===== src/rtl/case_match_pkg.sv =====
// ----------------------------------------------------------------------------
// case_match_pkg
//   Shared types and helpers for the programmable case-match unit.
//   - cm_item_t : one programmable case item {en, pat, mask, val}. Fields are
//                 sized to CM_MAX_W. Each user stores zero-extended values, so
//                 the constant upper bits are removed by synthesis.
//   - cm_idx_w  : clog2-based item-index width, never narrower than 1 bit.
//   Macro CASE_MATCH_MASK_EN: when defined, items carry a care mask
//   (casez-style wildcards). Otherwise items have no mask field.
// ----------------------------------------------------------------------------
package case_match_pkg;

  // Widest selector / result supported by the item record.
  localparam int CM_MAX_W = 32;

  typedef struct packed {
    logic                en;
    logic [CM_MAX_W-1:0] pat;
`ifdef CASE_MATCH_MASK_EN
    logic [CM_MAX_W-1:0] mask;   // 1 = compare this bit
`endif
    logic [CM_MAX_W-1:0] val;
  } cm_item_t;

  function automatic int cm_idx_w(input int n);
    return (n > 1) ? $clog2(n) : 1;
  endfunction

endpackage


===== src/rtl/case_match_prio.sv =====
// ----------------------------------------------------------------------------
// case_match_prio
//   Combinational priority resolver: the lowest set bit of the match vector
//   wins.
//   Ports:
//     i_match [NUM_ITEMS]  per-item match flags
//     o_hit                any item matched
//     o_idx   [idx_w]      index of the lowest matching item (0 when no hit)
// ----------------------------------------------------------------------------
module case_match_prio
  import case_match_pkg::*;
#(
  parameter int NUM_ITEMS = 8
) (
  input  logic [NUM_ITEMS-1:0]             i_match,
  output logic                             o_hit,
  output logic [cm_idx_w(NUM_ITEMS)-1:0]   o_idx
);

  localparam int IDX_W = cm_idx_w(NUM_ITEMS);

  // NOTE: every output of an always_comb is given a default before any
  // conditional assignment, so no path leaves it unassigned (no latch).
  always_comb begin
    o_hit = |i_match;
    o_idx = '0;
    // Scan from the top down so the lowest matching index is written last.
    for (int k = NUM_ITEMS - 1; k >= 0; k--) begin
      if (i_match[k]) o_idx = IDX_W'(k);
    end
  end

endmodule


===== src/rtl/case_match_unit.sv =====
// ----------------------------------------------------------------------------
// case_match_unit
//   Runtime-programmable case statement. NUM_ITEMS items {en, pat, mask, val}
//   are matched against in_sel. The lowest matching index wins. The result is
//   registered with a latency of one cycle behind a valid/ready handshake, and
//   misses are counted in a saturating counter.
//   Macro CASE_MATCH_MASK_EN: when defined, per-item care masks act as
//   wildcards. When undefined, cfg_mask is ignored and the compare is exact.
//   IN_W and OUT_W must not exceed case_match_pkg::CM_MAX_W.
//   Ports:
//     clk, rst_n                      clock, async active-low reset
//     in_valid/in_ready/in_sel        lookup request
//     out_valid/out_ready             result handshake
//     out_data/out_hit/out_idx        result value, hit flag, matching item
//     cfg_we/cfg_idx/cfg_en/cfg_pat/
//     cfg_mask/cfg_val                item write port (out-of-range ignored)
//     miss_cnt                        saturating count of missed lookups
// ----------------------------------------------------------------------------
module case_match_unit
  import case_match_pkg::*;
#(
  parameter int               IN_W        = 4,
  parameter int               OUT_W       = 1,
  parameter int               NUM_ITEMS   = 8,
  parameter logic [OUT_W-1:0] DEFAULT_VAL = '0,
  parameter int               CNT_W       = 16
) (
  input  logic                           clk,
  input  logic                           rst_n,
  input  logic                           in_valid,
  output logic                           in_ready,
  input  logic [IN_W-1:0]                in_sel,
  output logic                           out_valid,
  input  logic                           out_ready,
  output logic [OUT_W-1:0]               out_data,
  output logic                           out_hit,
  output logic [cm_idx_w(NUM_ITEMS)-1:0] out_idx,
  input  logic                           cfg_we,
  input  logic [cm_idx_w(NUM_ITEMS)-1:0] cfg_idx,
  input  logic                           cfg_en,
  input  logic [IN_W-1:0]                cfg_pat,
  input  logic [IN_W-1:0]                cfg_mask,
  input  logic [OUT_W-1:0]               cfg_val,
  output logic [CNT_W-1:0]               miss_cnt
);

  localparam int IDX_W = cm_idx_w(NUM_ITEMS);

  cm_item_t               r_items [NUM_ITEMS];
  logic                   r_out_valid;
  logic [OUT_W-1:0]       r_out_data;
  logic                   r_out_hit;
  logic [IDX_W-1:0]       r_out_idx;
  logic [CNT_W-1:0]       r_miss_cnt;

  logic [CM_MAX_W-1:0]    w_sel_ext;
  logic [NUM_ITEMS-1:0]   w_match;
  logic                   w_hit;
  logic [IDX_W-1:0]       w_idx;
  logic [CM_MAX_W-1:0]    w_hit_val;
  logic                   w_accept;
  logic                   w_unused_val_hi;

  // Ready depends only on the output register state, never on in_valid.
  assign in_ready = !r_out_valid || out_ready;
  assign w_accept = in_valid && in_ready;

  assign w_sel_ext = CM_MAX_W'(in_sel);

  // Per-item match. It reads the registered table, so a write in the same
  // cycle as a lookup only affects later lookups.
  always_comb begin
    for (int k = 0; k < NUM_ITEMS; k++) begin
`ifdef CASE_MATCH_MASK_EN
      w_match[k] = r_items[k].en &&
                   (((w_sel_ext ^ r_items[k].pat) & r_items[k].mask) == '0);
`else
      w_match[k] = r_items[k].en && (w_sel_ext == r_items[k].pat);
`endif
    end
  end

`ifndef CASE_MATCH_MASK_EN
  logic w_unused_mask;
  assign w_unused_mask = ^cfg_mask;
`endif

  case_match_prio #(
    .NUM_ITEMS (NUM_ITEMS)
  ) u_prio (
    .i_match (w_match),
    .o_hit   (w_hit),
    .o_idx   (w_idx)
  );

  always_comb begin
    w_hit_val = '0;
    for (int k = 0; k < NUM_ITEMS; k++) begin
      if (w_idx == IDX_W'(k)) w_hit_val = r_items[k].val;
    end
  end

  // Bits above OUT_W are always zero, because values are stored zero-extended.
  assign w_unused_val_hi = |(w_hit_val >> OUT_W);

  // Item table. Writes to an index >= NUM_ITEMS match no k and are dropped.
  // NOTE: the table is reset like any other state. A cleared en bit must hold
  // from power-up, otherwise stale items could match before software runs.
  always_ff @(posedge clk or negedge rst_n) begin
    if (!rst_n) begin
      for (int k = 0; k < NUM_ITEMS; k++) r_items[k] <= '0;
    end else if (cfg_we) begin
      for (int k = 0; k < NUM_ITEMS; k++) begin
        if (cfg_idx == IDX_W'(k)) begin
          r_items[k].en   <= cfg_en;
          r_items[k].pat  <= CM_MAX_W'(cfg_pat);
`ifdef CASE_MATCH_MASK_EN
          r_items[k].mask <= CM_MAX_W'(cfg_mask);
`endif
          r_items[k].val  <= CM_MAX_W'(cfg_val);
        end
      end
    end
  end

  // Output register and miss counter.
  // NOTE: sequential state uses non-blocking assignments only, so every
  // register samples pre-edge values regardless of statement order.
  always_ff @(posedge clk or negedge rst_n) begin
    if (!rst_n) begin
      r_out_valid <= 1'b0;
      r_out_data  <= DEFAULT_VAL;
      r_out_hit   <= 1'b0;
      r_out_idx   <= '0;
      r_miss_cnt  <= '0;
    end else if (w_accept) begin
      r_out_valid <= 1'b1;
      r_out_hit   <= w_hit;
      r_out_idx   <= w_hit ? w_idx : '0;
      r_out_data  <= w_hit ? w_hit_val[OUT_W-1:0] : DEFAULT_VAL;
      if (!w_hit && (r_miss_cnt != '1)) r_miss_cnt <= r_miss_cnt + 1'b1;
    end else if (out_ready) begin
      r_out_valid <= 1'b0;
    end
  end

  assign out_valid = r_out_valid;
  assign out_data  = r_out_data;
  assign out_hit   = r_out_hit;
  assign out_idx   = r_out_idx;
  assign miss_cnt  = r_miss_cnt;

endmodule


===== config.mk =====
export PLATFORM = sky130hd
export DESIGN_NAME = case_match_unit
export DESIGN_NICKNAME = d
export VERILOG_FILES = /design/src/rtl/case_match_pkg.sv /design/src/rtl/case_match_prio.sv /design/src/rtl/case_match_unit.sv
export SDC_FILE = /design/constraint.sdc
export NUM_CORES = 1
export LEC_CHECK = 0
export CAP_MARGIN = 20
export CORE_MARGIN = 1.5
export CORE_UTILIZATION = 40
export CTS_CLUSTER_DIAMETER = 30
export CTS_CLUSTER_SIZE = 16
export DETAILED_ROUTE_END_ITERATION = 10
export PLACE_DENSITY = 0.65
export REMOVE_ABC_BUFFERS = 1
export SYNTH_ARGS = -nofsm -noshare
export SYNTH_HDL_FRONTEND = slang
export SYNTH_HIERARCHICAL = 1
export SYNTH_SLANG_ARGS = --single-unit

===== constraint.sdc =====
create_clock -name clk -period 4 [get_ports clk]
set_input_delay 0.6 -clock clk [delete_from_list [all_inputs] [get_ports clk]]
set_output_delay 0.6 -clock clk [all_outputs]
set_load 0.02 [all_outputs]

==> out/qor.yml, run 1 <==
fin_crit_ps: 3445
worst_ep_arrival_time_ps: 3680
cts_buffers: 9
max_stage_delay_ps: 740
ys_types: 43
drive_above_1_share_pct: 26.95
clock-sinks: 70
leakagePower_nw: 1.768
critical_path.top_delay_family: "compound AO/OA/AOI/OAI gates"
grt_first_pass_wirelength_um: 11610
path_max_fanout: 4
start_kind: "input pin"
rsz0062_at_grt: "false"
cts.repair.resized: 0
pin_count: 45
layout_common_cells: "70 x dfrtp_1, 53 x mux2_2, 39 x clkdlybuf4s50_1, 29 x xor2_1, 24 x nand2_1"
antennaDiodeCount: 0
drc: 0
grt_overflow: 0
vias: 2335
cts-htree-levels: 3
fin_ws_ps: 554.6
first_global_vias: 2269
status: "finished, final reports clean"
clock_path_buffers: 2
coreArea_sq_um: 8299
rows: 33
slowest_stage: "o41ai_1"
io_buffers: 40
gp_congestion: 0.7829
mostFrequentLayoutCell: "dfrtp_1"
syn_inst: 282
final_cell_area_sq_um: 4260
start_util_pct: 41.72
clkLatencyLatePin_ps: 350
drv_cap: 0
peakVddDrop_v: 0.0002382
cts_tree: "built"
grt_usage_pct: 17.13
cts_root_buffer: "clkbuf_8"
antenna_found_initial: 0
die_area_sq_um: 9223
crit_required_ps: 4230
finalCritPeriodShare_pct: 86.13
end_kind: "flip-flop"
ys_seq_area_share_pct: 50.60
ys_warn_count: 6
powerDensity_nw_per_um2: 540.1
drt_iter0_markers: 95
wirelength_um: 7031
min_path_type: "in -> async"
chipWidth_um: 96.04
synth_seq_cells: 70
path_class: "in -> reg"
area_delta_synth_final_pct: 23.06
via_per_inst: 5.319
post_cts_buffers: 0
max_freq_mhz: 290.2
cp_num_buf_inv: 1
setup_violations: 0
fin_nets: 352
synthesis.area_sq_um: 3462
power_mw: 2.301
relSlewSlack_pct: 41.10
tightest_slew_ps: 872.1
post_drt_wl_per_cell_um: 16.02
ant_nets: 0
post-place-ws_ps: 157.8
hold_violations: 0
dp_hpwl_um: 5017
grt_max_degree: 38
drv_slew: 0
postCtsHoldBufs: 0
finalClockSkew_ps: 7.420
firstDrtPassIters: 4
clkTransAtPathRegs_ps: 80
chipHeight_um: 96.04
fin_tns_setup_ps: 0
postSynthAreaPerCell_sq_um: 12.28
place_area_sq_um: 3990
path_cells: "clkdlybuf4s50_1, xnor2_1, nand2_1, nor4_1, a21oi_1, o41ai_1, mux4_2, mux2i_1, o31ai_1"
-- cell type report --
cell class / count / area [sq um]
fill: 748 / 4039
sequential: 70 / 1752
multi-input combinational: 198 / 1655
timing repair buffer: 45 / 432.9
clock buffer: 10 / 137.6
clock inverter: 6 / 132.6
tap: 105 / 131.4
inverter: 5 / 18.77
-- stage by stage --
| step | utilization [%] | std cells | hold slack [ps] |
|---|---|---|---|
| finish | 51.33 | 439 | 339.5 |
| global route | 51.33 | 439 | 390.3 |
| CTS | 51.33 | 439 | 366.6 |
| detailed placement | 48.08 | 423 | 478.8 |
| global placement | 48.08 | 423 | 463.5 |
| floorplan | - | 273 | 304.4 |
-- report_power, final --
| group | total [mW] | internal, mW | switching (mW) | leakage (nW) |
|---|---|---|---|---|
| logic | 0.558 | 0.294 | 0.264 | 0.771 |
| clock network | 0.764 | 0.493 | 0.271 | 0.132 |
| registers | 0.979 | 0.860 | 0.118 | 0.865 |
-- synthesized netlist by cell type --
cell	instances	area (sq um)
a21boi_0	1	7.510
a21oi_1	2	10.01
a222oi_1	1	10.01
a31oi_1	1	6.260
and3_2	1	7.510
and3b_1	2	17.52
and4_1	2	17.52
and4_2	1	10.01
and4_4	1	11.26
buf_2	2	10.01
clkbuf_1	7	26.28
dfrtp_1	70	1752
ha_1	1	12.51
inv_1	5	18.77
mux2_2	53	596.8
mux2_4	1	15.01
mux2i_1	2	20.02
mux4_2	1	22.52
nand2_1	24	90.09
nand2b_1	3	18.77
nand3_1	7	35.03
nand3_4	1	17.52
nand4_1	6	37.54
nand4_2	1	12.51
nand4b_1	3	26.28
nor2_1	5	18.77
nor2b_1	2	12.51
nor3_1	1	5.000
nor3_2	2	20.02
nor3b_2	3	37.54
nor4_1	13	81.33
nor4_2	2	25.02
nor4b_1	1	8.760
nor4b_2	1	15.01
o21a_1	1	7.510
o21ai_0	7	35.03
o21bai_1	1	7.510
o22ai_1	1	6.260
o31ai_1	2	15.01
o41ai_1	1	8.760
or4_1	1	7.510
xnor2_1	10	87.58
xor2_1	29	254.0
-- worst paths after layout --
kind                             startpoint      endpoint  slack, ps  cells past startpoint
worst max-delay path              in_sel[1]      out_data        550                      9
worst min-delay path                  rst_n    out_idx[1]        340                      1
worst max register to register  r_items[34]      out_data       1040                      7
worst min register to register   out_idx[0]    out_idx[0]        490                      2
max in group asynchronous             rst_n  r_items[292]       2700                      2
min in group clk                 out_idx[0]    out_idx[0]        490                      2
-- layer usage --
metal  track usage, %  share of wire [%]  vias to the layer above
li1                 -                  -                     1111
met1            21.62                 47                     1160
met2            27.88                 47                       54
met3            5.371                4.5                       10
met4            5.515                1.3                        0
met5                0                  0                        -
-- cells by family (layout without fill, tap and decap cells) --
| logic type | count (synthesis) | after routing | synth area share, % |
|---|---|---|---|
| adders and majority gates | 1 | 1 | 0.3613 |
| muxes | 57 | 57 | 18.90 |
| xor gates and xnor gates | 39 | 39 | 9.866 |
| buffers and inverters | 14 | 66 | 1.590 |
| DFF | 70 | 70 | 50.60 |
| AOI/OAI and AO/OA | 18 | 18 | 3.289 |
| and+or+nand+nor | 83 | 83 | 15.40 |
-- flip-flops by register name, summed over array words and instances, names as in the netlist --
| signal | count |
|---|---|
| miss_cnt | 16 |
| out_data | 1 |
| out_hit | 1 |
| out_idx | 3 |
| out_valid | 1 |
| r_items | 48 |
Power figures use the tool's default switching activity.
==> run 2: changes to the inputs <==
RECOVER_POWER = 50   (was unset)
SKIP_LAST_GASP = 1   (was unset)
SLEW_MARGIN = 40   (was unset)
==> run 2 against run 1 <==
  * The run now ends with capacitance limit, slew limit left
  * Final area is essentially flat
  * Global-route usage is the same
  * Combinational power is essentially flat
  * Register-to-register slack gained 250 ps
  * Clock power is essentially flat
  * Total power is essentially flat
  * Clock skew is essentially flat
  * Count of clock-buffer cells in the layout is the same
  * Critical path depth grew 1
  * Core utilization is essentially flat
  * Maximum frequency grew 3.6%
  * Critical path type unchanged
  * Largest power group unchanged
==> out/qor.yml, run 2 (synthesized netlist as in run 1, its figures left out) <==
status: "complete, but fails checks"  # was finished, final reports clean
violations: "capacitance limit, slew limit"
r2r_setup_slack_ps: 1290  # was 1040 ps
fin_crit_ps: 3326  # was 3445 ps
fill_cells: 746  # was 748
fin_tns_setup_ps: 0  # unchanged
antenna_found_initial: 0  # unchanged
cts_root_buffer: "clkbuf_8"  # unchanged
drv_cap: 1  # was 0
max_stage_delay_ps: 560  # was 740 ps
grt_first_pass_wirelength_um: 11610  # unchanged
coreArea_sq_um: 8299  # unchanged
largest_reg_flops: 48  # unchanged
grt_max_degree: 38  # unchanged
setup_violations: 0  # unchanged
r2r_start: "r_items[34]"  # unchanged
clkTransAtPathRegs_ps: 80  # about the same
dp_hpwl_um: 5017  # unchanged
critical_path.top_delay_family: "simple AND/OR/NAND/NOR gates"  # was compound AO/OA/AOI/OAI gates
firstDrtPassIters: 5  # was 4
gp_congestion: 0.7829  # unchanged
post_cts_buffers: 0  # unchanged
grt_overflow: 0  # unchanged
relSlewSlack_pct: -30.30  # was 41.10%
path_max_fanout: 7  # was 4
first_global_vias: 2269  # unchanged
ant_nets: 0  # unchanged
peakVddDrop_v: 0.0002393  # was 0.0002382 V
tightest_slew_ps: 1954  # was 872.1 ps
via_per_inst: 5.301  # was 5.319
post-place-ws_ps: 157.8  # unchanged
path_cells: "clkdlybuf4s50_1, buf_4, xor2_1, nor4_1, nor4_2, nand3_1, nor2b_1, nand3_4, nor4_1, mux2_2"  # was clkdlybuf4s50_1, xnor2_1, nand2_1, nor4_1, a21oi_1, o41ai_1, mux4_2, mux2i_1, o31ai_1
largest_register: "r_items"  # unchanged
cp_num_buf_inv: 2  # was 1
worst_r2r_path_depth: 7  # unchanged
critPathMostFrequentCell: "nor4_1"
holdPathStages: 2
start_util_pct: 41.72  # unchanged
area_delta_synth_final_pct: 23.17  # was 23.06%
grt_usage_pct: 17.13  # unchanged
r2r-end: "out_data"  # unchanged
crit_required_ps: 4230  # about the same
fin_nets: 352  # unchanged
end_kind: "flip-flop"  # unchanged
pin_count: 45  # unchanged
placedCellCount: 423  # unchanged
mostFrequentLayoutCell: "dfrtp_1"  # unchanged
wirelength_um: 7046  # was 7031 um
holdWs_ps: 489.4  # was 339.5 ps
leakagePower_nw: 1.773  # was 1.768 nW
min_path_type: "reg -> reg"  # was in -> async
drive_above_1_share_pct: 26.95  # unchanged
fin_ws_ps: 673.8  # was 554.6 ps
finalClockSkew_ps: 7.830  # was 7.420 ps
vias: 2327  # was 2335
hold_violations: 0  # unchanged
hold_start: "out_idx[0]"
clkLatencyLatePin_ps: 350  # about the same
multi_input_area_sq_um: 1663  # was 1655 sq um
powerDensity_nw_per_um2: 540.0  # was 540.1 nW/um^2
chipHeight_um: 96.04  # unchanged
antennaDiodeCount: 0  # unchanged
chipWidth_um: 96.04  # unchanged
clock_path_buffers: 2  # unchanged
path_class: "in -> reg"  # unchanged
cts_tree: "built"  # unchanged
rows: 33  # unchanged
slowest_stage: "clkdlybuf4s50_1"  # was o41ai_1
start_kind: "input pin"  # unchanged
drv_slew: 38  # was 0
layout_common_cells: "70 x dfrtp_1, 53 x mux2_2, 37 x clkdlybuf4s50_1, 29 x xor2_1, 24 x nand2_1"  # was 70 x dfrtp_1, 53 x mux2_2, 39 x clkdlybuf4s50_1, 29 x xor2_1, 24 x nand2_1
rsz0062_at_grt: "false"  # unchanged
drc: 0  # unchanged
postLayoutCoreUtil_pct: 51.38  # was 51.33%
final_cells: 439  # unchanged
max_freq_mhz: 300.6  # was 290.2 MHz
io_buffers: 40  # unchanged
finalCritPeriodShare_pct: 83.15  # was 86.13%
clock-sinks: 70  # unchanged
cts_buffers: 9  # unchanged
post_drt_wl_per_cell_um: 16.05  # was 16.02 um
regArea_sq_um: 1752  # unchanged
cts-htree-levels: 3  # unchanged
drt_iter0_markers: 90  # was 95
min_to: "out_idx[0]"
postCtsHoldBufs: 0  # unchanged
cts.repair.resized: 0  # unchanged
worst_ep_arrival_time_ps: 3560  # was 3680 ps
die_area_sq_um: 9223  # unchanged
run 2: cell types whose count changed in the layout (fill, tap and decap cells not counted):
| cell | previous run | this run |
|---|---|---|
| clkbuf_2 | 0 | 1 |
| dlygate4sd3_1 | 0 | 2 |
| buf_4 | 5 | 4 |
| clkbuf_1 | 0 | 1 |
| buf_2 | 1 | 0 |
| o41ai_2 | 0 | 1 |
| o41ai_1 | 1 | 0 |
| clkdlybuf4s50_1 | 39 | 37 |
run 2: area by class of cell:
| class | count | share of cell area [%] |
|---|---|---|
| flip-flops and latches | 70 | 41.08 |
| multi-input cells | 198 | 39.00 |
| repair buffers | 45 | 10.06 |
| clock buffers | 10 | 3.228 |
| clock inverters | 6 | 3.110 |
| well taps | 105 | 3.081 |
| inverters | 5 | 0.4401 |
run 2: worst register-to-register path, cell delays in order (launching register included):
cell     delay, ps
dfrtp_1        390
xor2_1         140
nor4_1         590
a21oi_1        190
o41ai_2        490
mux4_2         570
mux2i_1        150
o31ai_1         90
run 2: per-stage QoR:
stage	area, sq um	power, mW
after floorplan	3426	1.329
after global placement	3990	1.534
after detailed placement	3990	1.557
after CTS	4260	2.327
after global routing	4264	2.427
final	4264	2.303
run 2: worst max path at each step:
stage / from / end / slack, ps / cells after the start
2_1_floorplan: in_sel[2] / out_data / 1240 / 7
3_3_place_gp: in_sel[1] / out_data / 250 / 9
3_5_place_dp: in_sel[1] / out_data / 160 / 9
4_1_cts: in_sel[1] / out_data / 520 / 9
5_1_grt: in_sel[1] / miss_cnt[13] / 450 / 11
6_report: in_sel[2] / miss_cnt[13] / 670 / 10
run 2: power breakdown:
part	leakage, nW	total, mW	internal, mW	switching, mW
Sequential	0.865	0.979	0.860	0.118
Combinational	0.776	0.560	0.294	0.265
Clock	0.132	0.764	0.493	0.271
Total	1.77	2.30	1.65	0.655
run 2: routing by layer:
layer / share of wire (%) / GRT usage (%) / vias up
met5: 0 / 0 / -
met4: 1.1 / 5.515 / 0
met3: 5.1 / 5.371 / 8
met2: 47 / 27.88 / 61
met1: 47 / 21.62 / 1148
li1: - / - / 1110
